**src/rtl/div_cascade_ctrl_if.sv**
```systemverilog
// Control/status bundle for the divider cascade sequencer.
// Optional lap-capture signals exist only when DIV_CASCADE_LAP_EN is defined.
interface div_cascade_ctrl_if;
  logic       strobe;
  logic       start;
  logic       stop;
  logic       clr;
  logic [3:0] lo_cnt;
  logic [3:0] hi_cnt;
  logic       lo_wrap;
  logic       hi_wrap;
  logic       running;
`ifdef DIV_CASCADE_LAP_EN
  logic       lap;
  logic [3:0] lap_lo;
  logic [3:0] lap_hi;
`endif

  modport master (
    output strobe, start, stop, clr,
`ifdef DIV_CASCADE_LAP_EN
    output lap,
    input  lap_lo, lap_hi,
`endif
    input  lo_cnt, hi_cnt, lo_wrap, hi_wrap, running
  );

  modport slave (
    input  strobe, start, stop, clr,
`ifdef DIV_CASCADE_LAP_EN
    input  lap,
    output lap_lo, lap_hi,
`endif
    output lo_cnt, hi_cnt, lo_wrap, hi_wrap, running
  );
endinterface

```
**src/rtl/div_cascade_ctrl.sv**
```systemverilog
// Stopwatch timebase: IDLE/RUN/PAUSE run control over a two-digit modulo cascade.
// Define DIV_CASCADE_LAP_EN to add lap capture registers.
module div_cascade_ctrl #(
  parameter int unsigned DIV_LO = 3,
  parameter int unsigned DIV_HI = 6
) (
  input  logic              clk,
  input  logic              rst,
  div_cascade_ctrl_if.slave bus
);
  typedef enum logic [1:0] {IDLE = 2'd0, RUN = 2'd1, PAUSE = 2'd2} state_e;

  localparam logic [3:0] LO_MAX = 4'(DIV_LO - 1);
  localparam logic [3:0] HI_MAX = 4'(DIV_HI - 1);

  state_e     state_q, state_d;
  logic [3:0] lo_q, lo_d, hi_q, hi_d;
  logic       lo_wrap_q, lo_wrap_d, hi_wrap_q, hi_wrap_d;
  logic       ce, run_dec;

  always_ff @(posedge clk) begin
    if (rst) state_q <= IDLE;
    else     state_q <= state_d;
  end

  // stop outranks start, so a coincident pair never leaves IDLE/PAUSE
  always_comb begin
    state_d = state_q;
    if (bus.clr) begin
      state_d = IDLE;
    end else begin
      unique case (state_q)
        IDLE:    if (bus.start && !bus.stop) state_d = RUN;
        RUN:     if (bus.stop)               state_d = PAUSE;
        PAUSE:   if (bus.start && !bus.stop) state_d = RUN;
        default: state_d = IDLE;
      endcase
    end
  end

  always_comb begin
    run_dec = (state_q == RUN);
    ce      = run_dec && bus.strobe && !bus.clr;
  end

  always_comb begin
    lo_d      = lo_q;
    hi_d      = hi_q;
    lo_wrap_d = 1'b0;
    hi_wrap_d = 1'b0;
    if (bus.clr) begin
      lo_d = 4'd0;
      hi_d = 4'd0;
    end else if (ce) begin
      if (lo_q == LO_MAX) begin
        lo_d      = 4'd0;
        lo_wrap_d = 1'b1;
        if (hi_q == HI_MAX) begin
          hi_d      = 4'd0;
          hi_wrap_d = 1'b1;
        end else begin
          hi_d = hi_q + 4'd1;
        end
      end else begin
        lo_d = lo_q + 4'd1;
      end
    end
  end

  always_ff @(posedge clk) begin
    if (rst) begin
      lo_q      <= 4'd0;
      hi_q      <= 4'd0;
      lo_wrap_q <= 1'b0;
      hi_wrap_q <= 1'b0;
    end else begin
      lo_q      <= lo_d;
      hi_q      <= hi_d;
      lo_wrap_q <= lo_wrap_d;
      hi_wrap_q <= hi_wrap_d;
    end
  end

  assign bus.lo_cnt  = lo_q;
  assign bus.hi_cnt  = hi_q;
  assign bus.lo_wrap = lo_wrap_q;
  assign bus.hi_wrap = hi_wrap_q;
  assign bus.running = run_dec;

`ifdef DIV_CASCADE_LAP_EN
  logic [3:0] lap_lo_q, lap_lo_d, lap_hi_q, lap_hi_d;

  // snapshot is of the pre-update counts, alongside any coincident strobe
  always_comb begin
    lap_lo_d = lap_lo_q;
    lap_hi_d = lap_hi_q;
    if (bus.clr) begin
      lap_lo_d = 4'd0;
      lap_hi_d = 4'd0;
    end else if (bus.lap && state_q != IDLE) begin
      lap_lo_d = lo_q;
      lap_hi_d = hi_q;
    end
  end

  always_ff @(posedge clk) begin
    if (rst) begin
      lap_lo_q <= 4'd0;
      lap_hi_q <= 4'd0;
    end else begin
      lap_lo_q <= lap_lo_d;
      lap_hi_q <= lap_hi_d;
    end
  end

  assign bus.lap_lo = lap_lo_q;
  assign bus.lap_hi = lap_hi_q;
`endif
endmodule
```
**src/flat_wrapper.sv**
```systemverilog
// flat-port wrapper written by rule: the top's interface ports become plain ports
module div_cascade_ctrl_flat 
#(
  parameter int unsigned DIV_LO = 3,
  parameter int unsigned DIV_HI = 6
)
  (clk, rst, bus_strobe, bus_start, bus_stop, bus_clr, bus_lo_cnt, bus_hi_cnt, bus_lo_wrap, bus_hi_wrap, bus_running);
  div_cascade_ctrl_if bus_i ();
  input  logic clk;
  input  logic rst;
  input wire logic [$bits(bus_i.strobe)-1:0] bus_strobe;
  input wire logic [$bits(bus_i.start)-1:0] bus_start;
  input wire logic [$bits(bus_i.stop)-1:0] bus_stop;
  input wire logic [$bits(bus_i.clr)-1:0] bus_clr;
  output wire logic [$bits(bus_i.lo_cnt)-1:0] bus_lo_cnt;
  output wire logic [$bits(bus_i.hi_cnt)-1:0] bus_hi_cnt;
  output wire logic [$bits(bus_i.lo_wrap)-1:0] bus_lo_wrap;
  output wire logic [$bits(bus_i.hi_wrap)-1:0] bus_hi_wrap;
  output wire logic [$bits(bus_i.running)-1:0] bus_running;
  assign bus_i.strobe = bus_strobe;
  assign bus_i.start = bus_start;
  assign bus_i.stop = bus_stop;
  assign bus_i.clr = bus_clr;
  assign bus_lo_cnt = bus_i.lo_cnt;
  assign bus_hi_cnt = bus_i.hi_cnt;
  assign bus_lo_wrap = bus_i.lo_wrap;
  assign bus_hi_wrap = bus_i.hi_wrap;
  assign bus_running = bus_i.running;
  div_cascade_ctrl #(.DIV_LO(DIV_LO), .DIV_HI(DIV_HI)) u_core (.clk(clk), .rst(rst), .bus(bus_i));
endmodule
```
**config.mk**
```make
export PLATFORM = sky130hd
export DESIGN_NAME = div_cascade_ctrl_flat
export DESIGN_NICKNAME = d
export VERILOG_FILES = /design/src/rtl/div_cascade_ctrl_if.sv /design/src/rtl/div_cascade_ctrl.sv /design/src/flat_wrapper.sv
export SDC_FILE = /design/constraint.sdc
export NUM_CORES = 1
export LEC_CHECK = 0
export BUFFER_PORTS_ARGS = -buffer_cell sky130_fd_sc_hd__buf_2
export CAP_MARGIN = 10
export CORE_AREA = 2 2 39 41
export CTS_BUF_LIST = sky130_fd_sc_hd__clkbuf_16
export DETAILED_ROUTE_END_ITERATION = 6
export DIE_AREA = 0 0 41 43
export PLACE_DENSITY = 0.77
export SYNTH_ARGS = -nofsm -noshare
export SYNTH_HDL_FRONTEND = slang
export SYNTH_SLANG_ARGS = --single-unit
```
**constraint.sdc**
```tcl
create_clock -name clk -period 4.85 [get_ports clk]
set_clock_uncertainty 0.15 [all_clocks]
set_input_delay 0.485 -clock clk [delete_from_list [all_inputs] [get_ports clk]]
set_output_delay 0.485 -clock clk [all_outputs]
set_load 0.03 [all_outputs]
```
# Word level (Yosys, flattened, before mapping)
# Cells that the tools add are included.
# totals
output_inout_bits	11
regBits	12
mem_bits_ro	0
in_bits	6
ram_bits	0
mem_count	0
latchBits	0
wordCells	34
# classes
n_reduce_logical	12
n_div	0
n_mul	0
n_addsub	2
n_mux	7
shift	0
n_eq_ne	6
n_lt_le_gt_ge	0
bitwise_logic	2
# op_table
op	n
$add A4 B1 Y4 const B	2
$mux W4	2
$eq A4 B2 Y1 const B	1
$eq A4 B3 Y1 const B	1
$mux W2	2
$pmux W2 S2	1
$reduce_and A2 Y1	2
$reduce_or A2 Y1	2
$reduce_or A4 Y1	1
$logic_and A1 B1 Y1	3
$reduce_or A3 Y1	1
$eq A2 B1 Y1 const B	1
$eq A2 B2 Y1 const B	1
$logic_not A1 Y1	2
$logic_not A2 Y1	1
$mux W1	2
$ne A2 B1 Y1 const B	1
$ne A2 B2 Y1 const B	1
$not A1 Y1	2

# Longest topological paths before layout
# logic_depth
ltp_word	5
depth_mapped	4
depth_no_buf	3

# Worst setup path before layout
# Ideal clock, no wire load.
# synth_timing
path_type	reg2reg
startpoint	register u_core.lo_q[1] (netlist: u_core.bus.lo_cnt[1])
endpoint	register u_core.hi_q[3] (netlist: u_core.bus.hi_cnt[3])
t_arrival_ns	1.695
t_required_ns	4.630
setup_ns	0.070
path_buffers	0
stages_incl_launch_ff	4
setup_slack_ns	2.935
period_less_slack_ns	1.915
cell_sequence	dfxtp_1 or4b_4 or4_1 a21oi_1
# synth_via
elab_chain_len	2
# synth_lines
element	line	rtl
start, declared	div_cascade_ctrl.sv:17	logic [3:0] lo_q, lo_d, hi_q, hi_d;
start signal, assigned	div_cascade_ctrl.sv:77	lo_q <= lo_d;
$eq A4 B2 Y1	div_cascade_ctrl.sv:55	if (lo_q == LO_MAX) begin
$reduce_and A2 Y1 (no line)	--	
end signal, assigned	div_cascade_ctrl.sv:78	hi_q <= hi_d;
end, declared	div_cascade_ctrl.sv:17	
# No other way between the ends.
# A chain may end at the register's enable or synchronous reset.

# Final worst setup path
# Ends and elaborated chain as after synthesis.

==> impl_metrics.yaml <==
worst_setup_path:
  slowest_delay_ns: 0.53
  crit_family: "simple AND/OR/NAND/NOR gates"
  cp_max_fo: 8
  critical_path_required_ns: 4.87
  path_depth: 3
  worstSetupStartpointType: "flop"
  path_cells: "or4b_4 -> or4_1 -> a21oi_1"
  worst-path-buf-inv: 0
  arrival_ns: 1.84
  rr_worst_depth: 3
  crit_path_end_kind: "flop"
  crit_type: "reg -> reg"
  slowest_stage: "or4b_4"
  rrSetupSlack_ns: 3.03
global_routing:
  grt.overflow.total: 0
  grt_max_degree: 13
  grt_pass1_wl_microns: 1773
  grt_usage_pct: 15.11
  grt_pass1_vias: 419
  antenna_found_initial: 0
run:
  maxCapViolCount: 0
cts:
  cts_tree: "done"
  postCtsHoldBufs: 0
  cts.sinks: 12
  clk_pin_slew_ns: 0.04
  post_cts_buffers: 0
  cts-root-buf: "clkbuf_16"
  numCtsBuffers: 3
  clk_latency_ns: 0.24
  cts_resized: 0
  cts_buffer_depth: 2
  htreeDepth: 1
placement:
  gp_congestion: 0.7036
  dp_hpwl_microns: 799.6
  io_buffers: 16
  placedCellCount: 92
timing:
  min_period_ns: 1.815
  fmax_mhz: 550.9
  setup_viol: 0
  fin_crit_sh_pct: 37.42
  slew_viol_final: 0
  relSlewSlack_pct: 55.26
  worst_slew_pin_slew_ns: 0.6621
  hold_viol: 0
  hold_ws_ns: 0.2893
  tns_ns: 0
  rsz0062_at_grt: "no"
logic_synthesis:
  synth_ff_type: "dfxtp_1"
  ys_types: 26
  syn_inst: 63
  synthXorXnorAreaFrac_pct: 0
  syn_avg_cell_area_sq_um: 8.719
  synthAdderAreaFrac_pct: 0
  synthMuxAreaShare_pct: 1.822
  synth_top_family_by_area: "simple AND/OR/NAND/NOR gates"
  syn_area_sq_um: 549.3
  synth-edff-count: 0
  synth_nets: 69
  synth-compound-area-share_pct: 18.22
  synth-simple-area-share_pct: 31.44
  yosysSeqAreaShare_pct: 43.74
  ys_ff_latch: 12
  synthArstFlopShare_pct: 0
  ys_warn_count: 0
floorplanning:
  die-height_microns: 43
  io_pins: 17
  design.core.area_sq_um: 1384
  dieArea_sq_um: 1763
  fp.dieW_microns: 41
  row_count: 14
  initial_core_util_pct: 39.69
power_and_ir_drop:
  max-vdd-ir-drop_v: 0.0001788
  netSwitchingPower_mw: 0.04708
  swShare_pct: 18.23
  p_leak_nw: 0.2764
  comb_power_share_pct: 3.1
  finalPower_mw: 0.2583
  p_clk_share_pct: 58.3
  seq_power_share_pct: 38.6
  intPower_mw: 0.2112
  power.density_nw_per_um2: 364.1
final_layout:
  nNetsFinal: 87
  antennaDiodeCount: 0
  syn2layout_area_growth_pct: 29.16
  fillers: 119
  drive_gt1_share_pct: 27.50
  finalNonFillerCells: 96
routing:
  viasPerCell: 5.813
  drt_iter0_drc: 17
  firstDrtPassIters: 4
  avgRoutedWirePerCell_microns: 12.01
  drt_wl_total_microns: 1153
  vias: 558
  final_antenna_net_count: 0
  route.detailed.drc: 0
hold_path:
  hold_path_class: "in -> reg"
  hold_path_depth: 2
run_status:
  outcome: "completed"
-- worst register-to-register path, cell delays in order (launching register included) --
cell	delay, ns
dfxtp_1	0.44
or4b_4	0.53
or4_1	0.48
a21oi_1	0.15
-- cell type report --
cell class | instances | area [sq um] | share of cell area, %
clock buffer | 3 | 75.07 | 10.58
clock inverter | 1 | 3.754 | 0.5291
inverter | 2 | 7.507 | 1.058
multi-input combinational | 46 | 282.8 | 39.86
sequential | 12 | 240.2 | 33.86
tap | 16 | 20.02 | 2.822
timing repair buffer | 16 | 80.08 | 11.29
-- power groups by stage --
stage	sequential (mW)	clock [mW]	combinational [mW]
final	0.0997	0.151	0.00805
after global routing	0.0995	0.160	0.00900
after CTS	0.0996	0.153	0.00812
after detailed placement	0.101	0	0.00807
after global placement	0.101	0	0.00789
after floorplan	0.101	0	0.00449
-- cells in the final DEF, fill, tap and decap left out, drive strengths merged --
| master | netlist | layout |
|---|---|---|
| clkbuf | 2 | 3 |
| inv | 2 | 2 |
| clkinv | 0 | 1 |
| a21oi | 8 | 8 |
| nor2b | 1 | 1 |
| or2 | 1 | 1 |
| or3 | 3 | 3 |
| nor4 | 1 | 1 |
| nand2 | 5 | 5 |
| nand3 | 5 | 5 |
| nor3 | 4 | 4 |
| o211a | 1 | 1 |
| nor2 | 2 | 2 |
| a211o | 1 | 1 |
| buf | 1 | 16 |
| dfxtp | 12 | 12 |
| a2111oi | 1 | 1 |
| o31ai | 1 | 1 |
| or4 | 1 | 1 |
| nand4bb | 1 | 1 |
| or4b | 1 | 1 |
| a41oi | 1 | 1 |
| nor4bb | 1 | 1 |
| mux2i | 1 | 1 |
| nor4b | 1 | 1 |
| o21ai | 3 | 3 |
| nand2b | 2 | 2 |
-- state kept, by name, indices dropped and copies added, names as in the netlist --
name / flops
u_core.bus.lo_wrap: 1
u_core.bus.hi_wrap: 1
u_core.bus.lo_cnt: 4
u_core.state_q: 2
u_core.bus.hi_cnt: 4
-- final timing paths --
kind	from	end
min reg2reg	u_core.bus.hi_cnt[3]	u_core.bus.hi_cnt[3]
min	bus_stop	u_core.state_q[0]
max	u_core.bus.lo_cnt[1]	u_core.bus.hi_cnt[3]
max reg2reg	u_core.bus.lo_cnt[1]	u_core.bus.hi_cnt[3]
-- synth_stat cells (2+ instances only) --
master | n | share of area, %
a21oi_1 | 8 | 7.3
clkbuf_1 | 2 | 1.4
dfxtp_1 | 12 | 44
inv_1 | 2 | 1.4
nand2_1 | 5 | 3.4
nand2b_1 | 2 | 2.3
nand3_1 | 5 | 4.6
nor2_1 | 2 | 1.4
nor3_1 | 4 | 3.6
o21ai_0 | 3 | 2.7
or3_1 | 3 | 3.4
-- per-layer routing --
layer  GRT usage [%]  part of all wire, %  vias to the layer above
li1                -                    -                      269
met5               0                    0                        -
met4           10.00                 0.78                        0
met1           18.18                   42                      256
met2           21.88                   48                       31
met3           4.712                  9.5                        2
-- cell families (layout without fill, tap and decap cells) --
logic type      count (synthesis)  in the layout
simple gates                   29             29
compound gates                 16             16
flops                          12             12
buf+inv                         5             22
mux                             1              1
-- through the flow --
step | worst slack [ns] | utilization (%) | area, sq um
CTS | 3.045 | 51.27 | 709.4
detailed placement | 2.858 | 45.57 | 630.6
global placement | 2.889 | 45.57 | 630.6
global route | 2.989 | 51.27 | 709.4
finish | 3.035 | 51.27 | 709.4
floorplan | 2.935 | - | 549.3
Note: power is estimated with default switching activity, not from simulation.
